**src/rtl/dcache_replace_logic_if.sv**
```systemverilog
// ---------------------------------------------------------------------------
// dcache_replace_logic_if
// Bundles every non-clock/reset signal of the D$ replace engine. There are
// three groups:
//   - the command channel from the D$ access pipeline
//   - the D$ valid/dirty/tag/data array port
//   - the line-granular memory bus
// Modports:
//   slave  : the replace engine (takes commands, drives the array write port
//            and the memory requests)
//   master : the environment (pipeline, arrays, memory)
// ---------------------------------------------------------------------------
interface dcache_replace_logic_if #(
    parameter int LINE_WIDTH  = 128,
    parameter int INDEX_WIDTH = 4,
    parameter int TAG_WIDTH   = 26
);
    // command channel
    logic                           cmd_valid;
    logic [1:0]                     cmd;
    logic [INDEX_WIDTH-1:0]         cmd_index;
    logic [TAG_WIDTH-1:0]           cmd_tag;
    logic [LINE_WIDTH-1:0]          cmd_line;
    logic                           cmd_ready;
    logic                           done;
    logic [LINE_WIDTH-1:0]          done_line;

    // array port
    logic [INDEX_WIDTH-1:0]         arr_index;
    logic                           arr_rd_valid;
    logic                           arr_rd_dirty;
    logic [TAG_WIDTH-1:0]           arr_rd_tag;
    logic [LINE_WIDTH-1:0]          arr_rd_line;
    logic                           arr_we;
    logic                           arr_wr_valid;
    logic                           arr_wr_dirty;
    logic [TAG_WIDTH-1:0]           arr_wr_tag;
    logic [LINE_WIDTH-1:0]          arr_wr_line;

    // memory bus
    logic [TAG_WIDTH+INDEX_WIDTH-1:0] mem_addr;
    logic                           mem_read_req;
    logic                           mem_write_req;
    logic [LINE_WIDTH-1:0]          mem_write_line;
    logic [LINE_WIDTH-1:0]          mem_read_line;
    logic                           mem_read_done;
    logic                           mem_write_done;

    modport slave (
        input  cmd_valid, cmd, cmd_index, cmd_tag, cmd_line,
        input  arr_rd_valid, arr_rd_dirty, arr_rd_tag, arr_rd_line,
        input  mem_read_line, mem_read_done, mem_write_done,
        output cmd_ready, done, done_line,
        output arr_index, arr_we, arr_wr_valid, arr_wr_dirty, arr_wr_tag, arr_wr_line,
        output mem_addr, mem_read_req, mem_write_req, mem_write_line
    );

    modport master (
        output cmd_valid, cmd, cmd_index, cmd_tag, cmd_line,
        output arr_rd_valid, arr_rd_dirty, arr_rd_tag, arr_rd_line,
        output mem_read_line, mem_read_done, mem_write_done,
        input  cmd_ready, done, done_line,
        input  arr_index, arr_we, arr_wr_valid, arr_wr_dirty, arr_wr_tag, arr_wr_line,
        input  mem_addr, mem_read_req, mem_write_req, mem_write_line
    );
endinterface

```
**src/rtl/dcache_replace_logic.sv**
```systemverilog
// ---------------------------------------------------------------------------
// dcache_replace_logic
// Line-fill / write-back engine behind the direct-mapped D$. It runs one
// command at a time. The commands are None, WriteThrough, Replace and
// Invalidate. The engine owns the array write port, and after reset it
// sweeps every entry to invalid.
// Ports:
//   clk   : clock, all state on the rising edge
//   rst_n : asynchronous active-low reset
//   bus   : dcache_replace_logic_if.slave
//           - command channel: cmd_valid/cmd/cmd_index/cmd_tag/cmd_line in;
//             cmd_ready/done/done_line out
//           - array port: arr_index/arr_we/arr_wr_* out; arr_rd_* in.
//             The array read at arr_index is combinational.
//           - memory bus: mem_addr/mem_read_req/mem_write_req/mem_write_line
//             out; mem_read_line/mem_read_done/mem_write_done in
// Every output is a register. It is loaded on the same edge that enters
// the state the output belongs to.
// ---------------------------------------------------------------------------
module dcache_replace_logic #(
    parameter int LINE_WIDTH  = 128,
    parameter int INDEX_WIDTH = 4,
    parameter int TAG_WIDTH   = 26,
    parameter int RESET_CYCLE = 16
) (
    input  logic                   clk,
    input  logic                   rst_n,
    dcache_replace_logic_if.slave  bus
);
    localparam logic [1:0] CMD_NONE    = 2'd0;
    localparam logic [1:0] CMD_WT      = 2'd1;
    localparam logic [1:0] CMD_REPLACE = 2'd2;
    localparam int         CNT_W       = $clog2(RESET_CYCLE + 1);

    typedef enum logic [2:0] {
        S_SWEEP,
        S_IDLE,
        S_ARRAY_READ,
        S_WRITEBACK,
        S_WT_WRITE,
        S_REFILL,
        S_ARRAY_WRITE,
        S_DONE
    } state_t;

    state_t                         state_reg;
    logic [CNT_W-1:0]               sweep_cnt_reg;
    logic [1:0]                     op_reg;
    logic [TAG_WIDTH-1:0]           tag_reg;

    logic                           cmd_ready_reg;
    logic                           done_reg;
    logic [LINE_WIDTH-1:0]          done_line_reg;
    logic [INDEX_WIDTH-1:0]         arr_index_reg;
    logic                           arr_we_reg;
    logic                           arr_wr_valid_reg;
    logic                           arr_wr_dirty_reg;
    logic [TAG_WIDTH-1:0]           arr_wr_tag_reg;
    logic [LINE_WIDTH-1:0]          arr_wr_line_reg;
    logic [TAG_WIDTH+INDEX_WIDTH-1:0] mem_addr_reg;
    logic                           mem_read_req_reg;
    logic                           mem_write_req_reg;
    logic [LINE_WIDTH-1:0]          mem_write_line_reg;

    always_ff @(posedge clk or negedge rst_n) begin
        if (!rst_n) begin
            state_reg          <= S_SWEEP;
            sweep_cnt_reg      <= '0;
            op_reg             <= CMD_NONE;
            tag_reg            <= '0;
            cmd_ready_reg      <= 1'b0;
            done_reg           <= 1'b0;
            done_line_reg      <= '0;
            arr_index_reg      <= '0;
            arr_we_reg         <= 1'b0;
            arr_wr_valid_reg   <= 1'b0;
            arr_wr_dirty_reg   <= 1'b0;
            arr_wr_tag_reg     <= '0;
            arr_wr_line_reg    <= '0;
            mem_addr_reg       <= '0;
            mem_read_req_reg   <= 1'b0;
            mem_write_req_reg  <= 1'b0;
            mem_write_line_reg <= '0;
        end else begin
            // Pulse outputs and the array write payload default to zero.
            // An invalidating write (sweep or Invalidate) therefore only
            // needs to raise arr_we.
            done_reg         <= 1'b0;
            done_line_reg    <= '0;
            arr_we_reg       <= 1'b0;
            arr_wr_valid_reg <= 1'b0;
            arr_wr_dirty_reg <= 1'b0;
            arr_wr_tag_reg   <= '0;
            arr_wr_line_reg  <= '0;

            case (state_reg)
                S_SWEEP: begin
                    if (sweep_cnt_reg == CNT_W'(RESET_CYCLE)) begin
                        state_reg     <= S_IDLE;
                        cmd_ready_reg <= 1'b1;
                    end else begin
                        arr_we_reg    <= 1'b1;
                        arr_index_reg <= sweep_cnt_reg[INDEX_WIDTH-1:0];
                        sweep_cnt_reg <= sweep_cnt_reg + 1'b1;
                    end
                end

                S_IDLE: begin
                    if (bus.cmd_valid && bus.cmd != CMD_NONE) begin
                        cmd_ready_reg <= 1'b0;
                        op_reg        <= bus.cmd;
                        tag_reg       <= bus.cmd_tag;
                        arr_index_reg <= bus.cmd_index;
                        if (bus.cmd == CMD_WT) begin
                            state_reg          <= S_WT_WRITE;
                            mem_write_req_reg  <= 1'b1;
                            mem_addr_reg       <= {bus.cmd_tag, bus.cmd_index};
                            mem_write_line_reg <= bus.cmd_line;
                        end else begin
                            state_reg <= S_ARRAY_READ;
                        end
                    end
                end

                S_ARRAY_READ: begin
                    // The victim's tag and line go straight into the
                    // write-back request registers. They stay there
                    // unchanged until the write completes.
                    if (bus.arr_rd_valid && bus.arr_rd_dirty) begin
                        state_reg          <= S_WRITEBACK;
                        mem_write_req_reg  <= 1'b1;
                        mem_addr_reg       <= {bus.arr_rd_tag, arr_index_reg};
                        mem_write_line_reg <= bus.arr_rd_line;
                    end else if (op_reg == CMD_REPLACE) begin
                        state_reg        <= S_REFILL;
                        mem_read_req_reg <= 1'b1;
                        mem_addr_reg     <= {tag_reg, arr_index_reg};
                    end else begin
                        state_reg  <= S_ARRAY_WRITE;
                        arr_we_reg <= 1'b1;
                        done_reg   <= 1'b1;
                    end
                end

                S_WRITEBACK: begin
                    if (bus.mem_write_done) begin
                        mem_write_req_reg <= 1'b0;
                        if (op_reg == CMD_REPLACE) begin
                            state_reg        <= S_REFILL;
                            mem_read_req_reg <= 1'b1;
                            mem_addr_reg     <= {tag_reg, arr_index_reg};
                        end else begin
                            state_reg  <= S_ARRAY_WRITE;
                            arr_we_reg <= 1'b1;
                            done_reg   <= 1'b1;
                        end
                    end
                end

                S_WT_WRITE: begin
                    if (bus.mem_write_done) begin
                        mem_write_req_reg <= 1'b0;
                        state_reg         <= S_DONE;
                        done_reg          <= 1'b1;
                    end
                end

                S_REFILL: begin
                    // The refill data is latched in two places on the same
                    // edge: the array write data and done_line.
                    if (bus.mem_read_done) begin
                        mem_read_req_reg <= 1'b0;
                        state_reg        <= S_ARRAY_WRITE;
                        arr_we_reg       <= 1'b1;
                        arr_wr_valid_reg <= 1'b1;
                        arr_wr_tag_reg   <= tag_reg;
                        arr_wr_line_reg  <= bus.mem_read_line;
                        done_reg         <= 1'b1;
                        done_line_reg    <= bus.mem_read_line;
                    end
                end

                S_ARRAY_WRITE, S_DONE: begin
                    state_reg     <= S_IDLE;
                    cmd_ready_reg <= 1'b1;
                end

                default: begin
                    state_reg     <= S_IDLE;
                    cmd_ready_reg <= 1'b1;
                end
            endcase
        end
    end

    assign bus.cmd_ready      = cmd_ready_reg;
    assign bus.done           = done_reg;
    assign bus.done_line      = done_line_reg;
    assign bus.arr_index      = arr_index_reg;
    assign bus.arr_we         = arr_we_reg;
    assign bus.arr_wr_valid   = arr_wr_valid_reg;
    assign bus.arr_wr_dirty   = arr_wr_dirty_reg;
    assign bus.arr_wr_tag     = arr_wr_tag_reg;
    assign bus.arr_wr_line    = arr_wr_line_reg;
    assign bus.mem_addr       = mem_addr_reg;
    assign bus.mem_read_req   = mem_read_req_reg;
    assign bus.mem_write_req  = mem_write_req_reg;
    assign bus.mem_write_line = mem_write_line_reg;
endmodule

```
**src/flat_wrapper.sv**
```systemverilog
// flat-port wrapper written by rule: the top's interface ports become plain ports
module dcache_replace_logic_flat 
#(
    parameter int LINE_WIDTH  = 128,
    parameter int INDEX_WIDTH = 4,
    parameter int TAG_WIDTH   = 26,
    parameter int RESET_CYCLE = 16
)
  (clk, rst_n, bus_cmd_valid, bus_cmd, bus_cmd_index, bus_cmd_tag, bus_cmd_line, bus_arr_rd_valid, bus_arr_rd_dirty, bus_arr_rd_tag, bus_arr_rd_line, bus_mem_read_line, bus_mem_read_done, bus_mem_write_done, bus_cmd_ready, bus_done, bus_done_line, bus_arr_index, bus_arr_we, bus_arr_wr_valid, bus_arr_wr_dirty, bus_arr_wr_tag, bus_arr_wr_line, bus_mem_addr, bus_mem_read_req, bus_mem_write_req, bus_mem_write_line);
  dcache_replace_logic_if #(.LINE_WIDTH(LINE_WIDTH), .INDEX_WIDTH(INDEX_WIDTH), .TAG_WIDTH(TAG_WIDTH)) bus_i ();
  input  logic clk;
  input  logic rst_n;
  input wire logic [$bits(bus_i.cmd_valid)-1:0] bus_cmd_valid;
  input wire logic [$bits(bus_i.cmd)-1:0] bus_cmd;
  input wire logic [$bits(bus_i.cmd_index)-1:0] bus_cmd_index;
  input wire logic [$bits(bus_i.cmd_tag)-1:0] bus_cmd_tag;
  input wire logic [$bits(bus_i.cmd_line)-1:0] bus_cmd_line;
  input wire logic [$bits(bus_i.arr_rd_valid)-1:0] bus_arr_rd_valid;
  input wire logic [$bits(bus_i.arr_rd_dirty)-1:0] bus_arr_rd_dirty;
  input wire logic [$bits(bus_i.arr_rd_tag)-1:0] bus_arr_rd_tag;
  input wire logic [$bits(bus_i.arr_rd_line)-1:0] bus_arr_rd_line;
  input wire logic [$bits(bus_i.mem_read_line)-1:0] bus_mem_read_line;
  input wire logic [$bits(bus_i.mem_read_done)-1:0] bus_mem_read_done;
  input wire logic [$bits(bus_i.mem_write_done)-1:0] bus_mem_write_done;
  output wire logic [$bits(bus_i.cmd_ready)-1:0] bus_cmd_ready;
  output wire logic [$bits(bus_i.done)-1:0] bus_done;
  output wire logic [$bits(bus_i.done_line)-1:0] bus_done_line;
  output wire logic [$bits(bus_i.arr_index)-1:0] bus_arr_index;
  output wire logic [$bits(bus_i.arr_we)-1:0] bus_arr_we;
  output wire logic [$bits(bus_i.arr_wr_valid)-1:0] bus_arr_wr_valid;
  output wire logic [$bits(bus_i.arr_wr_dirty)-1:0] bus_arr_wr_dirty;
  output wire logic [$bits(bus_i.arr_wr_tag)-1:0] bus_arr_wr_tag;
  output wire logic [$bits(bus_i.arr_wr_line)-1:0] bus_arr_wr_line;
  output wire logic [$bits(bus_i.mem_addr)-1:0] bus_mem_addr;
  output wire logic [$bits(bus_i.mem_read_req)-1:0] bus_mem_read_req;
  output wire logic [$bits(bus_i.mem_write_req)-1:0] bus_mem_write_req;
  output wire logic [$bits(bus_i.mem_write_line)-1:0] bus_mem_write_line;
  assign bus_i.cmd_valid = bus_cmd_valid;
  assign bus_i.cmd = bus_cmd;
  assign bus_i.cmd_index = bus_cmd_index;
  assign bus_i.cmd_tag = bus_cmd_tag;
  assign bus_i.cmd_line = bus_cmd_line;
  assign bus_i.arr_rd_valid = bus_arr_rd_valid;
  assign bus_i.arr_rd_dirty = bus_arr_rd_dirty;
  assign bus_i.arr_rd_tag = bus_arr_rd_tag;
  assign bus_i.arr_rd_line = bus_arr_rd_line;
  assign bus_i.mem_read_line = bus_mem_read_line;
  assign bus_i.mem_read_done = bus_mem_read_done;
  assign bus_i.mem_write_done = bus_mem_write_done;
  assign bus_cmd_ready = bus_i.cmd_ready;
  assign bus_done = bus_i.done;
  assign bus_done_line = bus_i.done_line;
  assign bus_arr_index = bus_i.arr_index;
  assign bus_arr_we = bus_i.arr_we;
  assign bus_arr_wr_valid = bus_i.arr_wr_valid;
  assign bus_arr_wr_dirty = bus_i.arr_wr_dirty;
  assign bus_arr_wr_tag = bus_i.arr_wr_tag;
  assign bus_arr_wr_line = bus_i.arr_wr_line;
  assign bus_mem_addr = bus_i.mem_addr;
  assign bus_mem_read_req = bus_i.mem_read_req;
  assign bus_mem_write_req = bus_i.mem_write_req;
  assign bus_mem_write_line = bus_i.mem_write_line;
  dcache_replace_logic #(.LINE_WIDTH(LINE_WIDTH), .INDEX_WIDTH(INDEX_WIDTH), .TAG_WIDTH(TAG_WIDTH), .RESET_CYCLE(RESET_CYCLE)) u_core (.clk(clk), .rst_n(rst_n), .bus(bus_i));
endmodule
```
**config.mk**
```make
export PLATFORM = sky130hd
export DESIGN_NAME = dcache_replace_logic_flat
export DESIGN_NICKNAME = d
export VERILOG_FILES = /design/src/rtl/dcache_replace_logic_if.sv /design/src/rtl/dcache_replace_logic.sv /design/src/flat_wrapper.sv
export SDC_FILE = /design/constraint.sdc
export NUM_CORES = 1
export LEC_CHECK = 0
export ABC_AREA = 1
export CAP_MARGIN = 20
export CORE_AREA = 2 2 352 354
export CTS_CLUSTER_DIAMETER = 100
export CTS_CLUSTER_SIZE = 20
export DETAILED_ROUTE_END_ITERATION = 8
export DIE_AREA = 0 0 354 356
export GPL_ROUTABILITY_DRIVEN = 0
export PLACE_DENSITY = 0.37
export SYNTH_ARGS = -nofsm -noshare
export SYNTH_HDL_FRONTEND = slang
export SYNTH_SLANG_ARGS = --single-unit
```
**constraint.sdc**
```tcl
create_clock -name clk -period 3.1 [get_ports clk]
set_input_delay 0.31 -clock clk [delete_from_list [all_inputs] [get_ports clk]]
set_output_delay 0.31 -clock clk [all_outputs]
set_load 0.02 [all_outputs]
```
==> flow_summary.ini <==
[drt]
wl_per_cell_microns = 19.1
first_pass_iters = 5
wl_met2_microns = 43200
drc = 0
vias_per_cell = 3.54
route.met3.wl_microns = 4800
wl_met1_microns = 31900
vias = 15300
top_layer_used = met5
first_iter_violations = 936
ant_nets = 0
wirelength_microns = 82400

[sta]
tns_ps = 0
fin_crit_ps = 2530
hold_viol = 0
holdWs_ps = 126
period_share_pct = 81.5
max_slew_margin_pct = 33.0
setup_ws_ps = 574
finalClockSkew_ps = 16.5
final-setup-viol-count = 0
fmaxAchievable_mhz = 396
rsz0062_at_grt = no
max_slew.worst_pin.slew_ps = 1000
drv_slew = 0

[power]
combPwrFrac_pct = 51.0
clkPwrFrac_pct = 17.1
internal_power_mw = 12.5
power_density_nw_per_um2 = 821
p_switching_mw = 9.91
ir_drop_mv = 0.396
p_leak_nw = 11.7
p_sw_share_pct = 44.3
power_mw = 22.4
power.share.sequential_pct = 31.9

[floorplanning]
die_area_sq_um = 126000
rows = 129
fp.coreArea_sq_um = 123000
start_util_pct = 13.5
num_io_pins = 900
die_y_microns = 356
dieWidth_microns = 354

[yosys]
synth_area_sq_um = 16500
synth_top_area_share_pct = 54.3
synth_seq_cells = 358
avgSynthCellArea_sq_um = 8.48
synth_ff_type = dfrtp_1
ys_types = 30
synth_warnings = 0
synth_edf_count = 0
syn_inst = 1947
synth-seq-area-share_pct = 54.3
synth_async_sr_flop_share_pct = 100
synthTopCellsByArea = dfrtp_1, nand2_1, buf_4
synth_nets = 2398
synth_largest_area_cell = dfrtp_1

[layout]
final_cell_mix = clkdlybuf4s50_1, nand2_1, dfrtp_1
area_growth_pct = 65.3
final_util_pct = 22.2
num-nets-final = 3110
fin_area_sq_um = 27300
final_layout_size_suffix_gt1_share_pct = 8.49
final_common_cell = clkdlybuf4s50_1
final_cell_count_no_fill = 4321

[run]
drv_cap = 0

[global_routing]
grt_usage_pct = 12.4
first_global_vias = 15500
antenna_found_initial = 15
grt_pass1_wl_microns = 115000
overflow = 0
grt_max_degree = 129

[critical_path]
r2r_setup_slack_ps = 570
crit_slowest_cell = nor2_4
reg2reg_from = u_core.state_reg[0]
r2r-end = u_core.bus.mem_addr[26]
crit_path_end_kind = flip-flop
cp_common_cell = nand2_1
worstSetupPathType = reg2reg
crit_cells = 8
reg2reg_depth = 8
slowest_delay_ps = 780
cp_top_family = simple AND/OR/NAND/NOR gates
required_ps = 3600
arrival_ps = 3030
path_cells = o21ai_0, inv_1, nand2_1, nor2_4, inv_1, buf_4, nand2_1, nand2_1
endpoint = u_core.bus.mem_addr[26]
startpoint = u_core.state_reg[0]
crit_fanout = 31
crit_buf_inv = 3
critPathLaunchType = flip-flop

[clock_network]
clkTransAtPathRegs_ps = 90
clk_path_buf_depth = 3
clk_latency_ps = 620
h-tree-depth = 1
clock_sinks = 358
post_cts_buffers = 0
cts-root-buf = clkbuf_16
numCtsBuffers = 27
cts_tree = yes
postCtsResizedCells = 0

[outcome]
status = completed

[place]
dp_hpwl_microns = 64200
dp_cells = 4266
dp_slack_ps = 246
io_buffers = 898
dpl_cell_area_sq_um = 26400

[hold_path]
min_path_type = in2reg
-- cell usage after synthesis, types with 4 or more instances --
library cell  count
a21oi_1           6
a31oi_1          30
buf_2            32
buf_4           130
buf_6            15
clkbuf_1         71
clkbuf_2          4
dfrtp_1         358
inv_1            52
nand2_1         590
nand3_1          42
nor2_1          167
o21ai_0         186
o21ai_1         110
or2_2           131
-- cell families after synthesis --
group / count (synthesis) / share of synthesized area [%]
xor gates and xnor gates: 4 / 0.212
DFF: 358 / 54.3
AOI/OAI and AO/OA: 335 / 10.4
adders and majority gates: 2 / 0.152
other: 1 / 0.0227
and+or+nand+nor: 941 / 24.0
buffers and inverters: 306 / 10.9
-- area by class of cell --
class | count | area, sq um
fill | 13500 | 95400
timing repair buffer | 936 | 9380
sequential | 358 | 8960
multi-input combinational | 1283 | 5780
tap | 1637 | 2050
clock buffer | 28 | 679
clock inverter | 17 | 208
inverter | 53 | 199
antenna | 9 | 22.5
-- power by group through the flow --
| stage | registers (mW) | clock network (mW) | logic [mW] |
|---|---|---|---|
| floorplan | 8.46 | 0 | 4.89 |
| global placement | 7.23 | 0 | 11.7 |
| detailed placement | 7.22 | 0 | 11.7 |
| CTS | 7.15 | 4.05 | 11.7 |
| global route | 7.32 | 4.19 | 12.5 |
| finish | 7.14 | 3.84 | 11.4 |
-- layer usage --
layer  GRT usage, %  vias to the layer above
li1               -                     7435
met1           14.3                     7291
met2           22.5                      455
met3           2.72                       88
met4           4.26                       14
met5              0                        -
-- worst min-delay path, delay by kind of cell --
family	cells	cell delay, ps
AND/OR/NAND/NOR	2	150
buffers and inverters	1	240
-- what timing repair did --
item                                    CTS  global route
endpoints found under the setup margin    0             0
endpoints found under the hold margin    42             0
hold buffers                              1             0
-- worst min path at each step --
stage / from / end / slack, ps / cells past startpoint
after floorplan: rst_n / u_core.bus.arr_index[0] / 10 / 0
after global placement: rst_n / u_core.bus.mem_write_line[108] / 320 / 1
after detailed placement: rst_n / u_core.bus.mem_write_line[108] / 330 / 1
after CTS: bus_mem_read_done / u_core.bus.done_line[93] / 70 / 3
after global routing: bus_mem_read_done / u_core.bus.done_line[67] / 130 / 3
final: bus_mem_read_done / u_core.bus.done_line[93] / 130 / 3
Power figures use the tool's default switching activity.
